$ cat config.mk
export PLATFORM = sky130hd
export DESIGN_NAME = writeback_arbiter_flat
export DESIGN_NICKNAME = d
export VERILOG_FILES = /design/src/rtl/writeback_arbiter_if.sv /design/src/rtl/writeback_arbiter.sv /design/src/flat_wrapper.sv
export SDC_FILE = /design/constraint.sdc
export NUM_CORES = 1
export LEC_CHECK = 0
export ABC_CLOCK_PERIOD_IN_PS = 5500
export BUFFER_PORTS_ARGS = -buffer_cell sky130_fd_sc_hd__buf_2
export CAP_MARGIN = 30
export CELL_PAD_IN_SITES_DETAIL_PLACEMENT = 1
export CELL_PAD_IN_SITES_GLOBAL_PLACEMENT = 2
export CORE_UTILIZATION = 41
export CTS_CLUSTER_SIZE = 30
export DETAILED_ROUTE_END_ITERATION = 16
export GPL_TIMING_DRIVEN = 0
export PLACE_DENSITY_LB_ADDON = 0.15
export SETUP_SLACK_MARGIN = 0.5
export SLEW_MARGIN = 30
export SYNTH_ARGS = -nofsm -noshare
export SYNTH_HDL_FRONTEND = slang
export SYNTH_SLANG_ARGS = --single-unit
$ cat constraint.sdc
create_clock -name clk -period 5.5 [get_ports clk]
set_input_delay 0.55 -clock clk [delete_from_list [all_inputs] [get_ports clk]]
set_output_delay 0.55 -clock clk [all_outputs]
set_load 0.02 [all_outputs]
$ cat src/rtl/writeback_arbiter_if.sv
// Bundles the execute-unit result handshakes and the writeback bus between
// the execute units (master) and the writeback arbiter (slave).
interface writeback_arbiter_if #(
    parameter int NUM_REQ = 3,
    parameter int XLEN    = 32,
    parameter int PREG_W  = 6,
    parameter int ROB_W   = 5
);
    localparam int SRC_W = (NUM_REQ > 1) ? $clog2(NUM_REQ) : 1;

    logic [NUM_REQ-1:0]        req_valid;
    logic [NUM_REQ-1:0]        req_ready;
    logic [NUM_REQ*PREG_W-1:0] req_dst_preg;
    logic [NUM_REQ*XLEN-1:0]   req_val;
    logic [NUM_REQ*ROB_W-1:0]  req_rob_idx;
    logic [NUM_REQ-1:0]        req_br_mispred;

    logic                      wb_valid;
    logic [PREG_W-1:0]         wb_dst_preg;
    logic [XLEN-1:0]           wb_val;
    logic [ROB_W-1:0]          wb_rob_idx;
    logic                      wb_br_mispred;
    logic [SRC_W-1:0]          wb_src;

    modport master (
        output req_valid, req_dst_preg, req_val, req_rob_idx, req_br_mispred,
        input  req_ready,
        input  wb_valid, wb_dst_preg, wb_val, wb_rob_idx, wb_br_mispred, wb_src
    );

    modport slave (
        input  req_valid, req_dst_preg, req_val, req_rob_idx, req_br_mispred,
        output req_ready,
        output wb_valid, wb_dst_preg, wb_val, wb_rob_idx, wb_br_mispred, wb_src
    );
endinterface

$ cat src/rtl/writeback_arbiter.sv
// Per-unit result FIFOs drained one packet per cycle by a round-robin arbiter
// onto the registered writeback / forwarding / ROB-completion bus.
module writeback_arbiter #(
    parameter int NUM_REQ   = 3,
    parameter int BUF_DEPTH = 2,
    parameter int XLEN      = 32,
    parameter int PREG_W    = 6,
    parameter int ROB_W     = 5
) (
    input logic               clk,
    input logic               rst,
    input logic               flush,
    writeback_arbiter_if.slave bus
);
    localparam int SRC_W = (NUM_REQ > 1) ? $clog2(NUM_REQ) : 1;
    localparam int PTR_W = $clog2(BUF_DEPTH);
    localparam int CNT_W = $clog2(BUF_DEPTH + 1);

    typedef struct packed {
        logic [PREG_W-1:0] preg;
        logic [XLEN-1:0]   val;
        logic [ROB_W-1:0]  rob;
        logic              br;
    } pkt_t;

    pkt_t             mem    [NUM_REQ][BUF_DEPTH];
    logic [PTR_W-1:0] rd_ptr [NUM_REQ];
    logic [PTR_W-1:0] wr_ptr [NUM_REQ];
    logic [CNT_W-1:0] count  [NUM_REQ];
    pkt_t             in_pkt [NUM_REQ];
    logic [SRC_W-1:0] rr_ptr;

    logic [NUM_REQ-1:0] ready;
    logic [NUM_REQ-1:0] push;
    logic [NUM_REQ-1:0] pop;
    logic               grant_valid;
    logic [SRC_W-1:0]   grant_idx;
    logic [SRC_W-1:0]   cand;
    pkt_t               head;

    logic               wb_valid_q;
    pkt_t               wb_pkt_q;
    logic [SRC_W-1:0]   wb_src_q;

    // Ready depends only on the stored count, so a full FIFO refuses a push even when popped.
    always_comb begin
        for (int i = 0; i < NUM_REQ; i++) begin
            ready[i]  = (count[i] != CNT_W'(BUF_DEPTH));
            in_pkt[i] = '{preg: bus.req_dst_preg[i*PREG_W +: PREG_W],
                          val:  bus.req_val[i*XLEN +: XLEN],
                          rob:  bus.req_rob_idx[i*ROB_W +: ROB_W],
                          br:   bus.req_br_mispred[i]};
        end
    end

    assign push = bus.req_valid & ready;

    // Scan starting just after the last winner so every non-empty FIFO wins within NUM_REQ cycles.
    always_comb begin
        grant_valid = 1'b0;
        grant_idx   = '0;
        cand        = '0;
        for (int k = 1; k <= NUM_REQ; k++) begin
            cand = SRC_W'((int'(rr_ptr) + k) % NUM_REQ);
            if (!grant_valid && count[cand] != '0) begin
                grant_valid = 1'b1;
                grant_idx   = cand;
            end
        end
        for (int i = 0; i < NUM_REQ; i++) begin
            pop[i] = grant_valid && (grant_idx == SRC_W'(i));
        end
    end

    assign head = mem[grant_idx][rd_ptr[grant_idx]];

    always_ff @(posedge clk) begin
        if (rst) begin
            for (int i = 0; i < NUM_REQ; i++) begin
                rd_ptr[i] <= '0;
                wr_ptr[i] <= '0;
                count[i]  <= '0;
            end
            rr_ptr     <= SRC_W'(NUM_REQ - 1);
            wb_valid_q <= 1'b0;
            wb_pkt_q   <= '0;
            wb_src_q   <= '0;
        end else if (flush) begin
            // Flush drops buffered and incoming packets but keeps fairness history.
            for (int i = 0; i < NUM_REQ; i++) begin
                rd_ptr[i] <= '0;
                wr_ptr[i] <= '0;
                count[i]  <= '0;
            end
            wb_valid_q <= 1'b0;
        end else begin
            for (int i = 0; i < NUM_REQ; i++) begin
                if (push[i]) begin
                    mem[i][wr_ptr[i]] <= in_pkt[i];
                    wr_ptr[i]         <= wr_ptr[i] + PTR_W'(1);
                end
                if (pop[i]) begin
                    rd_ptr[i] <= rd_ptr[i] + PTR_W'(1);
                end
                case ({push[i], pop[i]})
                    2'b10:   count[i] <= count[i] + CNT_W'(1);
                    2'b01:   count[i] <= count[i] - CNT_W'(1);
                    default: count[i] <= count[i];
                endcase
            end
            wb_valid_q <= grant_valid;
            if (grant_valid) begin
                wb_pkt_q <= head;
                wb_src_q <= grant_idx;
                rr_ptr   <= grant_idx;
            end
        end
    end

    assign bus.req_ready     = ready;
    assign bus.wb_valid      = wb_valid_q;
    assign bus.wb_dst_preg   = wb_pkt_q.preg;
    assign bus.wb_val        = wb_pkt_q.val;
    assign bus.wb_rob_idx    = wb_pkt_q.rob;
    assign bus.wb_br_mispred = wb_pkt_q.br;
    assign bus.wb_src        = wb_src_q;
endmodule

$ cat src/flat_wrapper.sv
// flat-port wrapper written by rule: the top's interface ports become plain ports
module writeback_arbiter_flat 
#(
    parameter int NUM_REQ   = 3,
    parameter int BUF_DEPTH = 2,
    parameter int XLEN      = 32,
    parameter int PREG_W    = 6,
    parameter int ROB_W     = 5
)
  (clk, rst, flush, bus_req_valid, bus_req_dst_preg, bus_req_val, bus_req_rob_idx, bus_req_br_mispred, bus_req_ready, bus_wb_valid, bus_wb_dst_preg, bus_wb_val, bus_wb_rob_idx, bus_wb_br_mispred, bus_wb_src);
  writeback_arbiter_if #(.NUM_REQ(NUM_REQ), .XLEN(XLEN), .PREG_W(PREG_W), .ROB_W(ROB_W)) bus_i ();
  input logic clk;
  input logic rst;
  input logic flush;
  input wire logic [$bits(bus_i.req_valid)-1:0] bus_req_valid;
  input wire logic [$bits(bus_i.req_dst_preg)-1:0] bus_req_dst_preg;
  input wire logic [$bits(bus_i.req_val)-1:0] bus_req_val;
  input wire logic [$bits(bus_i.req_rob_idx)-1:0] bus_req_rob_idx;
  input wire logic [$bits(bus_i.req_br_mispred)-1:0] bus_req_br_mispred;
  output wire logic [$bits(bus_i.req_ready)-1:0] bus_req_ready;
  output wire logic [$bits(bus_i.wb_valid)-1:0] bus_wb_valid;
  output wire logic [$bits(bus_i.wb_dst_preg)-1:0] bus_wb_dst_preg;
  output wire logic [$bits(bus_i.wb_val)-1:0] bus_wb_val;
  output wire logic [$bits(bus_i.wb_rob_idx)-1:0] bus_wb_rob_idx;
  output wire logic [$bits(bus_i.wb_br_mispred)-1:0] bus_wb_br_mispred;
  output wire logic [$bits(bus_i.wb_src)-1:0] bus_wb_src;
  assign bus_i.req_valid = bus_req_valid;
  assign bus_i.req_dst_preg = bus_req_dst_preg;
  assign bus_i.req_val = bus_req_val;
  assign bus_i.req_rob_idx = bus_req_rob_idx;
  assign bus_i.req_br_mispred = bus_req_br_mispred;
  assign bus_req_ready = bus_i.req_ready;
  assign bus_wb_valid = bus_i.wb_valid;
  assign bus_wb_dst_preg = bus_i.wb_dst_preg;
  assign bus_wb_val = bus_i.wb_val;
  assign bus_wb_rob_idx = bus_i.wb_rob_idx;
  assign bus_wb_br_mispred = bus_i.wb_br_mispred;
  assign bus_wb_src = bus_i.wb_src;
  writeback_arbiter #(.NUM_REQ(NUM_REQ), .BUF_DEPTH(BUF_DEPTH), .XLEN(XLEN), .PREG_W(PREG_W), .ROB_W(ROB_W)) u_core (.clk(clk), .rst(rst), .flush(flush), .bus(bus_i));
endmodule
# Yosys cells after proc, flatten, opt, wreduce, memory -nomap -nowiden
# Memory sizes are Yosys's and may differ from the RTL's.
# Index checks and enable logic that the tools add are counted.
word_totals:
  mem_bits_rw: 276
  output_inout_bits: 50
  inputBits: 138
  n_memories: 4
  register_bits: 49
  wordCells: 203
mem_list:
  columns: ["name", "words", "width", "read_ports", "rd_clocked_by_memory_dff", "write_ports", "line", "text"]
  rows:
  - ["u_core.mem", 3, 88, 1, 0, 3, "writeback_arbiter.sv:26", "pkt_t mem [NUM_REQ][BUF_DEPTH];"]
  - ["u_core.count", 3, 2, 6, 0, 3, "writeback_arbiter.sv:29", "logic [CNT_W-1:0] count [NUM_REQ];"]
  - ["u_core.rd_ptr", 3, 1, 4, 0, 3, "writeback_arbiter.sv:27", "logic [PTR_W-1:0] rd_ptr [NUM_REQ];"]
  - ["u_core.wr_ptr", 3, 1, 3, 0, 3, "writeback_arbiter.sv:28", "logic [PTR_W-1:0] wr_ptr [NUM_REQ];"]
op_classes:
  n_eq_ne: 11
  reduce_logical: 19
  mux: 107
  add_sub_neg: 15
  magnitude_cmp: 7
  bitwise_logic: 30
  n_div: 3
ops:
  columns: ["cell", "count"]
  rows:
  - ["two-way mux 44 bit", 6]
  - ["two-way mux 88 bit", 3]
  - ["demux 44 bit (select 1 bit)", 3]
  - ["modulo 32 x 3 -> 32 bit, second input constant", 3]
  - ["two-way mux 1 bit", 80]
  - ["two-way mux 2 bit", 15]
  - ["OR 1 bit", 24]
  - ["equality test 2 x 1 -> 1 bit, second input constant", 4]
  - ["equality test 2 bit, second input constant", 4]
  - [">= comparator 2 bit, second input constant", 4]
  - ["logical AND 1 bit", 8]
  - ["inverter 1 -> 2 bit", 4]
  - ["OR reduction 2 bit", 4]
  - ["adder 1 bit, second input constant", 6]
  - ["adder 2 x 1 -> 2 bit, second input constant", 3]
  - ["adder 2 x 2 -> 3 bit, second input constant", 2]
  - ["< comparator 2 x 1 -> 1 bit, second input constant", 3]
  - ["!= test 2 bit, second input constant", 3]
  - ["nonzero test 2 bit", 3]
  - ["subtractor 2 x 1 -> 2 bit, second input constant", 3]
  - ["adder 2 x 1 -> 3 bit, second input constant", 1]
  - ["bitwise AND 3 bit", 1]
  - ["logical NOT 1 bit", 2]
  - ["logical NOT 2 bit", 1]
  - ["other kinds (2)", 2]

# Depth between registers and ports, before layout
# Gate-level depths: netlist (run 1).
# An unclocked memory read counts as a cell.
depth:
  ltp_word: 21
  depth_mapped: 11

# Worst setup path before layout (run 1)
# No wires, ideal clock.
synth_timing:
  path_kind: "input-to-reg"
  startpoint: "input flush"
  endpoint: "memory u_core.mem[0][0] (netlist bit) (enable)"
  path_buffers: 1
  setup_slack_ns: 0.927
  t_arrival_ns: 4.074
  setup_time_ns: 0.500
  stages: 3
  cell_sequence: "or2_2 -> clkbuf_1 -> nor3_1"
synth_lines:
  columns: ["item", "line", "text"]
  rows:
  - ["from (decl)", "flat_wrapper.sv:14", "input logic flush;"]
  - ["to (decl)", "writeback_arbiter.sv:26", null]

==> results.cfg, run 1 <==
[outcome]
outcome = completed

[sta]
skew_ns = 0.0143
setup_tns_ns = 0
rsz0062_at_grt = no
finalHoldViolations = 0
slew_headroom_pct = 35.2
report.final.slew_viol_count = 0
period_share_pct = 61.2
finalCriticalPeriod_ns = 3.37
clock.fmax_ghz = 0.297
worst_pin_slew_ns = 0.971
setup_viol = 0

[floorplan]
die_w_um = 181
core_sq_um = 31600
rows = 65
initial_core_util_pct = 41.7
ioPinCount = 188
die_h_um = 181
die-area_sq_um = 32800

[power]
vdd_drop_max_mv = 0.249
power.leakage_nw = 5.82
p_per_area_nw_per_um2 = 527

[setup_path]
worst_ep_required_time_ns = 5.66
cp_slowest_cell = or4_4
critPathKind = reg2reg
arrival_ns = 3.52
cp_common_cell = ha_1
cpPeakStageDelay_ns = 0.56
worstSetupStartpointType = flop
timing.rr.start = u_core.bus.wb_src[0]
ff2ff_setup_slack_ns = 2.13
startpoint = u_core.bus.wb_src[0]
worst-path-max-fanout = 10
rr_endpoint = u_core.count[2][0]
cp-end-kind = flop
reg2reg_depth = 8
path_cells = inv_1 -> ha_1 -> buf_4 -> or4_4 -> o31a_1 -> nor3_1 -> ha_1 -> o21ai_0
crit_end = u_core.count[2][0]

[worst_hold_path]
min_path_type = in2reg

[drt]
vias_per_cell = 5.51
detail_route.wl_per_cell_um = 23.1
ant_nets = 0
drtIter0Drc = 462
vias = 8273
drc_errors = 0
routed_wl_um = 34600
dr.pass1.iters = 6

[synth]
synthesis.area_sq_um = 13100
avgSynthCellArea_sq_um = 16.1
synthArstFlopShare_pct = 0
synth_edf_count = 276
yosys_warnings = 0
syn_nets = 962
yosysUniqueCellTypes = 54
synth_area_leaders = edfxtp_1 (63%), dfxtp_1 (7.3%), mux2_2 (3.9%)
synth_seq_area_share_pct = 70.4
yosysMostFrequentCell = edfxtp_1
synth-seq-cells = 324
synth_top_cells_by_count = edfxtp_1 (276), dfxtp_1 (48), mux2i_1 (48)
syn-instance-count = 815
ys.flop_type = edfxtp_1
yosysTopAreaCell = edfxtp_1
yosysTopAreaCellShare_pct = 63.1

[clock_network]
cts_max_level = 2
cts_root_buf = clkbuf_16
clk_latency_ns = 0.50
numCtsBuffers = 36
cts.sinks = 324
cts.reportedPaths.clkPinSlew_ns = 0.06
cts_buffer_depth = 3
cts_hold_buffers = 0
cts_tree = done
post_cts_buffers = 0
cts_resized = 0

[finish]
drive_gt1_share_pct = 40.9
nets = 1222
area_growth_pct = 22.7
fillers = 3118
stdcell_count = 1502
antenna_cells = 0

[global_route]
antenna_found_initial = 3
overflow = 0
grt_max_degree = 33
grt_pass1_wl_um = 52600
track_usage_pct = 21.3
first_global_vias = 8774

[place]
port_buffers = 187
gp_congestion = 0.776
dpl.cell_count = 1439
hpwl_um = 24700

[run]
drv_cap = 0
layer usage:
metal / GRT usage (%) / share of wire (%)
met5: 0 / 0.14
met4: 5.90 / 2.0
met3: 3.55 / 4.1
met2: 35.3 / 48
met1: 29.1 / 46
cells in the final DEF (no fill, tap or decap), drive strengths merged, types with 5 or more instances in the layout:
master,synthesis,routed
o21ai,48,48
nor2,17,17
a221oi,44,44
nor2b,44,44
a32oi,44,44
mux2i,48,48
dfxtp,48,48
a31o,46,46
mux2,46,46
clkinv,0,8
buf,27,249
ha,9,9
nor3,7,7
clkbuf,36,85
edfxtp,276,276
nand2,12,12
inv,10,11
a31oi,5,5
how the worst min path moves through the flow:
stage	startpoint	end	slack, ns	depth (start not counted)
final	bus_req_val[72]	u_core.mem[2][14]	0.23	1
after global routing	bus_req_val[63]	u_core.mem[1][81]	0.22	1
after CTS	bus_req_rob_idx[13]	u_core.mem[2][48]	0.21	1
after detailed placement	u_core.bus.wb_val[9]	u_core.bus.wb_val[9]	0.45	2
after global placement	u_core.bus.wb_val[14]	u_core.bus.wb_val[14]	0.45	2
after floorplan	u_core.mem[1][5]	u_core.bus.wb_rob_idx[4]	0.51	2
metrics by stage:
step	util (%)	area [sq um]	power, mW	worst slack (ns)	hold WS [ns]
2_1_floorplan	-	13100	5.12	0.927	0.511
3_3_place_gp	46.2	14600	6.04	-2.10	0.451
3_5_place_dp	47.2	14900	6.11	2.09	0.452
4_1_cts	51.1	16100	8.58	2.08	0.211
5_1_grt	51.1	16100	8.93	1.88	0.217
6_report	51.1	16100	8.51	2.13	0.233
report_power, final:
group	total, mW	internal, mW	switching [mW]
combinational	3.04	1.10	1.93
clock	2.45	1.52	0.934
sequential	3.02	2.90	0.117
logic make-up (layout without fill, tap and decap cells):
| group | Yosys count | in the layout | share of synthesized area, % |
|---|---|---|---|
| AND/OR/NAND/NOR | 105 | 105 | 4.65 |
| buffers and inverters | 73 | 358 | 2.66 |
| AO/OA/AOI/OAI | 206 | 206 | 13.6 |
| flip-flops | 324 | 324 | 70.4 |
| adder cells (fa/ha/maj) | 9 | 9 | 0.857 |
| XOR/XNOR | 4 | 4 | 0.267 |
| multiplexers | 94 | 94 | 7.60 |
registers in the layout, indices dropped and copies added, names as in the netlist:
register                  count
u_core.mem                  264
u_core.bus.wb_val            32
u_core.bus.wb_dst_preg        6
u_core.count                  6
u_core.bus.wb_rob_idx         5
u_core.rd_ptr                 3
u_core.wr_ptr                 3
u_core.bus.wb_src             2
u_core.bus.wb_br_mispred      1
u_core.bus.wb_valid           1
u_core.rr_ptr                 1
worst max-delay path, delay by kind of cell (launching register included):
kind                       cells  cell delay, ns
adders and majority gates      2            0.65
and+or+nand+nor                2            0.91
buffers and inverters          2            0.27
AOI/OAI and AO/OA              2            0.79
DFF                            1            0.41
area by class of cell:
type                            count  area [sq um]  share of cell area (%)
Clock inverter                     14           176                    1.09
Clock buffer                       49          1040                    6.46
Buffer                             63           312                    1.93
Inverter                           10          37.5                   0.233
Sequential cell                   324          9250                    57.3
Tap cell                          402           503                    3.12
Timing Repair Buffer              222          1220                    7.56
Multi-Input combinational cell    418          3590                    22.3
Note: power is estimated with default switching activity, not from simulation.
==> run 2, diff against run 1 <==
- ABC_AREA: default -> 1
- ABC_CLOCK_PERIOD_IN_PS: 5500 -> 2700
- CORE_UTILIZATION: 41 -> 33
- clock period: 5.5 -> 2.7 ns (I/O delays scaled with it)
==> run 2 against run 1 <==
  * Synthesized cell count grew 76%
  * Final cell count increased by 63%
  * Via count up 36%
  * Utilization decreased by 0.65 points
  * Worst hold slack got worse by 0.082 ns
  * Register-to-register slack worse by 2.1 ns
  * Non-clock buffer count up 188
  * Sequential cell count unchanged
  * Critical path depth up 12
  * Clock skew rose by 0.0078 ns
  * Routed wire length up 41%
  * Clock-buffer cell count grew 3
==> results.cfg, run 2 <==
[place]
dpl_cell_area_sq_um = 16200
dpl.cell_count = 2177
hpwl_um = 32100
port_buffers = 187
gp_congestion = 0.796

[setup_path]
path_cells = inv_4 -> ha_4 -> inv_6 -> nand2_4 -> nor2_4 -> nand2_2 -> nand2_4 -> nand3_4 -> inv_4 -> nand2_2 -> inv_2 -> nor2_4 -> inv_4 -> buf_12 -> nand2_8 -> inv_6 -> ha_4 -> nor2_4 -> xnor2_1 -> nor2_1
cp-end-kind = flop
cpPeakStageDelay_ns = 0.39
worstSetupStartpointType = flop
arrival_ns = 2.96
rr_endpoint = u_core.count[2][1]
ff2ff_setup_slack_ns = 0.04
critPathKind = reg2reg
worst_ep_required_time_ns = 3.00
crit_family = simple AND/OR/NAND/NOR gates
worst-path-max-fanout = 5
timing.rr.start = u_core.bus.wb_src[0]
reg2reg_depth = 20
cp_slowest_cell = dfxtp_4
path_buf_inv = 7

[synth]
synth_top_cells_by_count = nand2_1 (540), edfxtp_1 (276), inv_1 (206)
synthArstFlopShare_pct = 0
synth-adder-area-share_pct = 0.796
yosysUniqueCellTypes = 28
synth_edf_count = 276
synthesis.area_sq_um = 14200
avgSynthCellArea_sq_um = 9.84
muxShareOfSynthArea_pct = 0
synth_area_leaders = edfxtp_1 (59%), nand2_1 (14%), dfxtp_1 (6.8%)
synth-simple-area-share_pct = 22.9
syn-instance-count = 1438
synth_seq_area_share_pct = 65.3
ys.flop_type = edfxtp_1
syn_nets = 1585
yosysMostFrequentCell = nand2_1
synth-seq-cells = 324
synth_top_family_by_area = simple AND/OR/NAND/NOR gates
yosys_warnings = 0
yosysTopAreaCell = edfxtp_1
synth_compound_area_share_pct = 2.22
synth_xor_area_share_pct = 0.186
yosysTopAreaCellShare_pct = 58.6

[finish]
stdcell_count = 2449
largest_reg_flops = 264
fin_area_sq_um = 21300
fillers = 4508
drive_gt1_share_pct = 34.6
multiInputGateArea_sq_um = 4800
nets = 2027
area_growth_pct = 50.2
antenna_cells = 0
layout_commonest_cell = nand2_1
seqCellArea_sq_um = 9260
layout_common_cells = nand2_1 (388), edfxtp_1 (276), inv_1 (199)
fin_util_pct = 50.5

[global_route]
track_usage_pct = 22.2
grtUsageMet2_pct = 39.4
use_met3_pct = 2.81
overflow = 0
first_global_vias = 11908
antenna_found_initial = 2
grt_pass1_wl_um = 72200
use_met1_pct = 28.2
grt_max_degree = 20
grt-busiest-layer = met2

[floorplan]
core_sq_um = 42100
ioPinCount = 188
die_w_um = 209
rows = 75
initial_core_util_pct = 33.6
die_h_um = 209
die-area_sq_um = 43700

[drt]
dr.pass1.iters = 4
ant_nets = 0
vias = 11264
drtIter0Drc = 520
detail_route.wl_per_cell_um = 20.0
vias_per_cell = 4.60
drc_errors = 0
routed_wl_um = 48900

[worst_hold_path]
hold_start = bus_req_valid[0]
holdPathStages = 3
min_path_type = in2reg
worstHoldEndpoint = u_core.wr_ptr[0][0]

[clock_network]
cts_tree = done
cts_root_buf = clkbuf_16
cts_max_level = 2
cts.sinks = 324
clk_latency_ns = 0.56
cts_buffer_depth = 3
numCtsBuffers = 38
cts.reportedPaths.clkPinSlew_ns = 0.06

[sta]
clock.fmax_ghz = 0.376
skew_ns = 0.0222
setup_viol = 0
report.final.slew_viol_count = 0
period_share_pct = 98.4
finalHoldViolations = 0
rsz0062_at_grt = yes
worst_pin_slew_ns = 0.860
finalCriticalPeriod_ns = 2.66
slew_headroom_pct = 42.7

[run]
drv_cap = 0

[outcome]
outcome = completed
run 2: changes by cell type after synthesis, moves of 42 or more:
cell	delta
mux2i_1	-48
nand2_1	+528
inv_1	+196
nor2b_1	-44
a221oi_1	-44
a32oi_1	-44
a31o_2	-42
mux2_2	-46
nand3_1	+173
run 2: cell families (layout without fill, tap and decap cells):
group,Yosys count,count (layout)
and+or+nand+nor,764,765
xor gates and xnor gates,3,3
DFF,324,324
buffers and inverters,286,757
adders and majority gates,9,9
AOI/OAI and AO/OA,52,52
run 2: worst max-delay path by stage:
stage                               startpoint                         to  slack, ns  cells past startpoint
after global placement      u_core.count[2][0]          u_core.mem[2][45]      -1.15                      7
after floorplan             u_core.count[2][0]           u_core.mem[2][0]       0.09                      7
after detailed placement  u_core.bus.wb_src[0]  u_core.bus.wb_dst_preg[4]      -0.81                     12
final                     u_core.bus.wb_src[0]         u_core.count[2][1]       0.04                     20
after global routing      u_core.bus.wb_src[0]         u_core.count[2][1]      -0.08                     20
after CTS                 u_core.bus.wb_src[0]         u_core.count[1][0]       0.12                     18
run 2: cell type report:
type / count / area share [%]
well taps: 539 / 3.17
repair buffers: 401 / 17.1
inverters: 214 / 3.90
clock inverters: 18 / 0.794
plain buffers: 72 / 4.02
flip-flops and latches: 324 / 43.5
clock buffers: 52 / 4.91
multi-input cells: 829 / 22.6
run 2: worst reg2reg max path, delay by kind of cell, from the launching register on:
family                   cells  cell delay, ns
AND/OR/NAND/NOR             10            0.80
flip-flops                   1            0.39
XOR/XNOR                     1            0.15
adder cells (fa/ha/maj)      2            0.57
buffers and inverters        7            0.50
run 2: timing repair:
action / in CTS / in global routing
endpoints found under the hold margin: 264 / 0
pin swaps: 42 / 146
gates resized for setup: 192 / 249
cloned: 8 / 9
endpoints found under the setup margin: 105 / 62
hold buffers: 132 / 0
buffers inserted: 40 / 13
run 2: through the flow:
step           setup TNS [ns]  hold WS, ns  setup WS [ns]
2_1_floorplan               0        0.369         0.0913
3_3_place_gp          -167.54        0.451          -1.15
3_5_place_dp           -24.54        0.455         -0.815
4_1_cts                     0        0.126          0.122
5_1_grt                -0.784        0.159        -0.0798
6_report                    0        0.150         0.0428
run 2: per-layer routing:
layer	wire, um	part of all wire [%]
met1	21200	43
met2	25000	51
met3	1630	3.3
met4	1020	2.1
met5	27	0.055
Power of run 2 is left out: the tool's default activity adds up to more than one toggle a clock period on the data nets, which glitch-free logic cannot reach.
